File: src/rtl/byte_stack_unstack.sv
// Width-conversion pair for the AES datapath: the stacker packs NWORDS narrow words into one
// wide block and the unstacker splits a wide block back into narrow words, first word in the MSBs.
module byte_stack_unstack #(
  parameter int WORD_W = 32,
  parameter int NWORDS = 4
) (
  input  logic                     clk_i,
  input  logic                     rst_ni,
  input  logic                     clr_i,
  input  logic                     enable_i,
  input  logic                     stk_valid_i,
  output logic                     stk_ready_o,
  input  logic [WORD_W-1:0]        stk_word_i,
  output logic                     stk_valid_o,
  input  logic                     stk_ready_i,
  output logic [WORD_W*NWORDS-1:0] stk_word_o,
  input  logic                     ust_valid_i,
  output logic                     ust_ready_o,
  input  logic [WORD_W*NWORDS-1:0] ust_word_i,
  output logic                     ust_valid_o,
  input  logic                     ust_ready_i,
  output logic [WORD_W-1:0]        ust_word_o
);

  localparam int WIDE_W = WORD_W * NWORDS;
  localparam int IW     = $clog2(NWORDS);
  localparam logic [IW-1:0] LAST = IW'(NWORDS - 1);

  // Handshake outputs are forced low while held in reset/clear or disabled.
  logic active;
  assign active = rst_ni & ~clr_i & enable_i;

  logic [IW-1:0]     count;
  logic [WORD_W-1:0] slot [NWORDS-1];
  logic [WIDE_W-1:0] block_out;
  logic [WIDE_W-1:0] block_next;
  logic              full;
  logic              stk_accept;
  logic              stk_complete;
  logic              stk_take;

  assign stk_valid_o  = active & full;
  assign stk_ready_o  = active & ~((count == LAST) & full & ~stk_ready_i);
  assign stk_word_o   = block_out;
  assign stk_accept   = stk_valid_i & stk_ready_o;
  assign stk_complete = stk_accept & (count == LAST);
  assign stk_take     = stk_valid_o & stk_ready_i;

  always_comb begin
    block_next = '0;
    for (int i = 0; i < NWORDS - 1; i++) begin
      block_next[(NWORDS-1-i)*WORD_W +: WORD_W] = slot[i];
    end
    block_next[WORD_W-1:0] = stk_word_i;
  end

  always_ff @(posedge clk_i) begin
    if (!rst_ni || clr_i) begin
      count     <= '0;
      full      <= 1'b0;
      block_out <= '0;
      for (int i = 0; i < NWORDS - 1; i++) slot[i] <= '0;
    end else if (enable_i) begin
      if (stk_take) full <= 1'b0;
      // A completing word overrides the take so a fresh block stays presented.
      if (stk_complete) begin
        block_out <= block_next;
        full      <= 1'b1;
        count     <= '0;
      end else if (stk_accept) begin
        for (int i = 0; i < NWORDS - 1; i++) begin
          if (count == IW'(i)) slot[i] <= stk_word_i;
        end
        count <= count + IW'(1);
      end
    end
  end

  logic [WIDE_W-1:0] hold;
  logic              loaded;
  logic [IW-1:0]     index;
  logic              ust_emit;
  logic              ust_load;

  assign ust_valid_o = active & loaded;
  assign ust_ready_o = active & (~loaded | ((index == LAST) & ust_ready_i));
  assign ust_emit    = ust_valid_o & ust_ready_i;
  assign ust_load    = ust_valid_i & ust_ready_o;

  always_comb begin
    ust_word_o = '0;
    for (int i = 0; i < NWORDS; i++) begin
      if (index == IW'(i)) ust_word_o = hold[(NWORDS-1-i)*WORD_W +: WORD_W];
    end
  end

  always_ff @(posedge clk_i) begin
    if (!rst_ni || clr_i) begin
      hold   <= '0;
      loaded <= 1'b0;
      index  <= '0;
    end else if (enable_i) begin
      if (ust_emit) begin
        if (index == LAST) begin
          loaded <= 1'b0;
          index  <= '0;
        end else begin
          index <= index + IW'(1);
        end
      end
      // Loading on the last emitted word gives back-to-back blocks without a bubble.
      if (ust_load) begin
        hold   <= ust_word_i;
        loaded <= 1'b1;
        index  <= '0;
      end
    end
  end

endmodule

File: config.mk
export PLATFORM = sky130hd
export DESIGN_NAME = byte_stack_unstack
export DESIGN_NICKNAME = d
export VERILOG_FILES = /design/src/rtl/byte_stack_unstack.sv
export SDC_FILE = /design/constraint.sdc
export NUM_CORES = 1
export LEC_CHECK = 0
export BUFFER_PORTS_ARGS = -buffer_cell sky130_fd_sc_hd__buf_2
export CAP_MARGIN = 20
export CELL_PAD_IN_SITES_DETAIL_PLACEMENT = 0
export CELL_PAD_IN_SITES_GLOBAL_PLACEMENT = 1
export CORE_ASPECT_RATIO = 0.9
export CORE_UTILIZATION = 30
export DETAILED_ROUTE_END_ITERATION = 8
export PLACE_DENSITY = 0.6
export SLEW_MARGIN = 15
export SYNTH_ARGS = -nofsm -noshare
export SYNTH_HDL_FRONTEND = slang
export SYNTH_SLANG_ARGS = --single-unit
File: constraint.sdc
create_clock -name clk_i -period 2.9 [get_ports clk_i]
set_clock_uncertainty 0.2 [all_clocks]
set_input_delay 0.29 -clock clk_i [delete_from_list [all_inputs] [get_ports clk_i]]
set_output_delay 0.29 -clock clk_i [all_outputs]
set_load 0.05 [all_outputs]
==> flow_summary.yaml <==
global_routing:
  gr-usage-all-layers_pct: 16.3
  grt_pass1_wl_mm: 62.1
  grt_pass1_vias: 11200
  grt_max_degree: 137
  grt-ovfl-total: 0
  antenna_found_initial: 3
sta:
  worst_slew_pin_slew_ns: 1.20
  rsz0062_at_grt: "false"
  hold_violations: 0
  hold_ws_ns: 0.123
  post-route-period-util_pct: 96.1
  maxSlewViolCount: 0
  slew-limit-headroom_pct: 20.1
  fin_crit_ns: 2.79
  timing.final.ws_setup_ns: 0.112
  fmax_mhz: 359
  tns_ns: 0
  setup_viol_count_final: 0
routing:
  drt_iter0_drc: 394
  dr.pass1.iters: 7
  wl_mm: 41.4
  ant_nets: 0
  wl_per_cell_um: 16.0
  vias: 11400
  vias_per_cell: 4.39
  drc: 19
logic_synthesis:
  synth_top_area_share_pct: 36.1
  synth_compound_area_share_pct: 5.81
  ys_seq_area_share_pct: 55.9
  synth_area_per_cell_um2: 9.92
  ys_types: 33
  synthAdderAreaFrac_pct: 0.688
  synth_seq_cells: 358
  synth_area_um2: 14500
  yosys_warnings: 0
  synth-xor-area-share_pct: 0
  synth_area_leader_cell: "dfxtp_1"
  ys.flop_type: "dfxtp_1"
  syn-num-nets: 1642
  synthSimpleGateAreaFrac_pct: 9.94
  synth_area_leaders: "dfxtp_1 36%, edfxtp_1 20%, mux2i_1 16%"
  synth.most_common_cell: "nand2_1"
  async_reset_ff_share_pct: 0
  synth_edf_count: 96
  synthMuxAreaShare_pct: 18.0
  synth_common_cells: "269 x nand2_1, 262 x dfxtp_1, 258 x inv_1"
  synth_top_family_by_area: "multiplexers"
  synthCells: 1466
cts:
  clock-root-buffer: "clkbuf_16"
  cts_sinks: 358
  cts_setup_buffers: 0
  cts_buffer_depth: 3
  cts_max_level: 2
  cts_made_buffers: 41
  cts_tree: "yes"
  clock_latency_ns: 0.56
  cts.reportedPaths.clkPinSlew_ns: 0.06
layout:
  fin_nets: 2110
  final_layout_size_suffix_gt1_share_pct: 22.7
  fin_cells: 2590
  synthToLayoutAreaGrowth_pct: 36.0
placement:
  dp_cells: 2346
  dp_hpwl_mm: 26.7
  io_buffers: 331
  dpl_worst_slack_ns: 0.561
  place_congestion: 0.771
setup_path:
  end_kind: "output port"
  worst-path-buf-inv: 2
  critPathArrivalTime_ns: 2.30
  critPathRequiredTime_ns: 2.41
  crit_chain: "ha_2, buf_6, a21oi_1, a22o_1, buf_2"
  slowest_stage: "dfxtp_1"
  timing.reg2reg.worst_path_depth: 5
  worst-r2r-setup-slack_ns: 0.51
  path_max_fanout: 67
  critPathMaxStageDelay_ns: 0.45
  r2r_start: "index[0]"
  reg2reg_to: "hold[62]"
  critical_path_class: "flop to output port"
  crit_family: "buffers and inverters"
  cp-start-kind: "flop"
die:
  start_util_pct: 30.4
  die-area_um2: 49400
  die_h_um: 211
  num_rows: 76
  io_pins: 332
  core_area_um2: 47800
  die_x_um: 234
power_and_ir_drop:
  pwr-share-comb_pct: 6.5
  power_switching_share_pct: 23.2
  p_leak_uw: 0.0101
  internal_power_uw: 8330
  clockPowerShare_pct: 44.8
  pwr-share-seq_pct: 48.7
  power_uw: 10800
  irDropWorstVdd_uv: 382
  pwr_density_cell_nw_per_um2: 549
  power.switching_uw: 2510
worst_hold_path:
  hold_path_end: "stk_word_o[67]"
  min_from: "rst_ni"
  hp-class: "primary input to flop"
  hold_depth: 4
outcome:
  status: "finished with violations"
  violations: "DRC"
flow_run:
  cap_violations: 0
layout by cell type (no fill, tap or decap), types with 2 or more instances in the layout:
cell           instances
a21o_1                 3
a21oi_1               68
a22o_1                32
and3_1                 2
buf_12                 7
buf_2                331
buf_4                 11
clkbuf_1              15
clkbuf_16             41
clkbuf_8               4
clkinv_1               6
clkinv_2               4
dfxtp_1              262
dlygate4sd3_1        169
edfxtp_1              96
ha_1                   4
ha_2                   3
inv_1                258
mux2_2                32
mux2i_1              226
nand2_1              269
nor2_1                34
nor2b_1                2
nor4_1                32
o21ai_0               32
o32ai_1                2
final cells by class:
cell class,count,area [µm²]
clock inverter,14,116
clock buffer,60,1140
sequential,358,8130
inverter,258,968
multi-input combinational,756,5060
timing repair buffer,519,3580
fill,4764,28100
antenna,1,2.50
tap,624,781
per-stage QoR:
step                instance area, µm²  utilization (%)
floorplan                        14500                -
global placement                 16800             35.2
detailed placement               16800             35.2
CTS                              19800             41.3
global route                     19800             41.3
finish                           19800             41.3
worst reg2reg max path, cell delays in order, from the launching register on:
cell and delay (ns):
dfxtp_1 0.37, ha_2 0.22, nand2_1 0.10, a211o_4 0.53
buf_4 0.47, mux2_2 0.38
power by group through the flow:
stage / sequential (µW) / clock (µW) / combinational (µW)
after floorplan: 5380 / 0 / 296
after global placement: 5390 / 0 / 526
after detailed placement: 5390 / 0 / 533
after CTS: 5290 / 5030 / 718
after global routing: 5300 / 5210 / 774
final: 5290 / 4860 / 706
routing by layer:
metal,share of wire [%],vias to the layer above,global-route usage (%)
met4,2.1,4,5.15
met5,0.053,-,0
met2,47,263,26.4
met3,5.5,60,3.78
li1,-,5692,-
met1,46,5353,21.2
flip-flops by register name (all words and copies together), names as in the netlist:
register / count
loaded: 1
hold: 128
full: 1
index: 2
count: 2
slot: 96
stk_word_o: 128
cells by family after synthesis:
| family | Yosys count |
|---|---|
| AO/OA/AOI/OAI | 140 |
| adder cells (fa/ha/maj) | 8 |
| buffers and inverters | 352 |
| flip-flops | 358 |
| multiplexers | 258 |
| AND/OR/NAND/NOR | 350 |
worst max path at each step:
stage / cells after the start / slack, ns / start / to
2_1_floorplan: 5 / 0.68 / index[0] / ust_word_o[22]
3_3_place_gp: 5 / 0.59 / index[0] / hold[62]
3_5_place_dp: 5 / 0.56 / index[0] / hold[62]
4_1_cts: 7 / 0.05 / index[1] / ust_word_o[31]
5_1_grt: 7 / 0.006 / index[0] / ust_word_o[2]
6_report: 5 / 0.11 / index[0] / ust_word_o[24]
what timing repair did:
item,in CTS,in global routing
hold endpoints to repair,257,0
hold buffers,169,0
endpoints found under the setup margin,5,24
resized for setup,1,1
cloned,0,0
No activity file was read; power rests on OpenSTA's default activity.
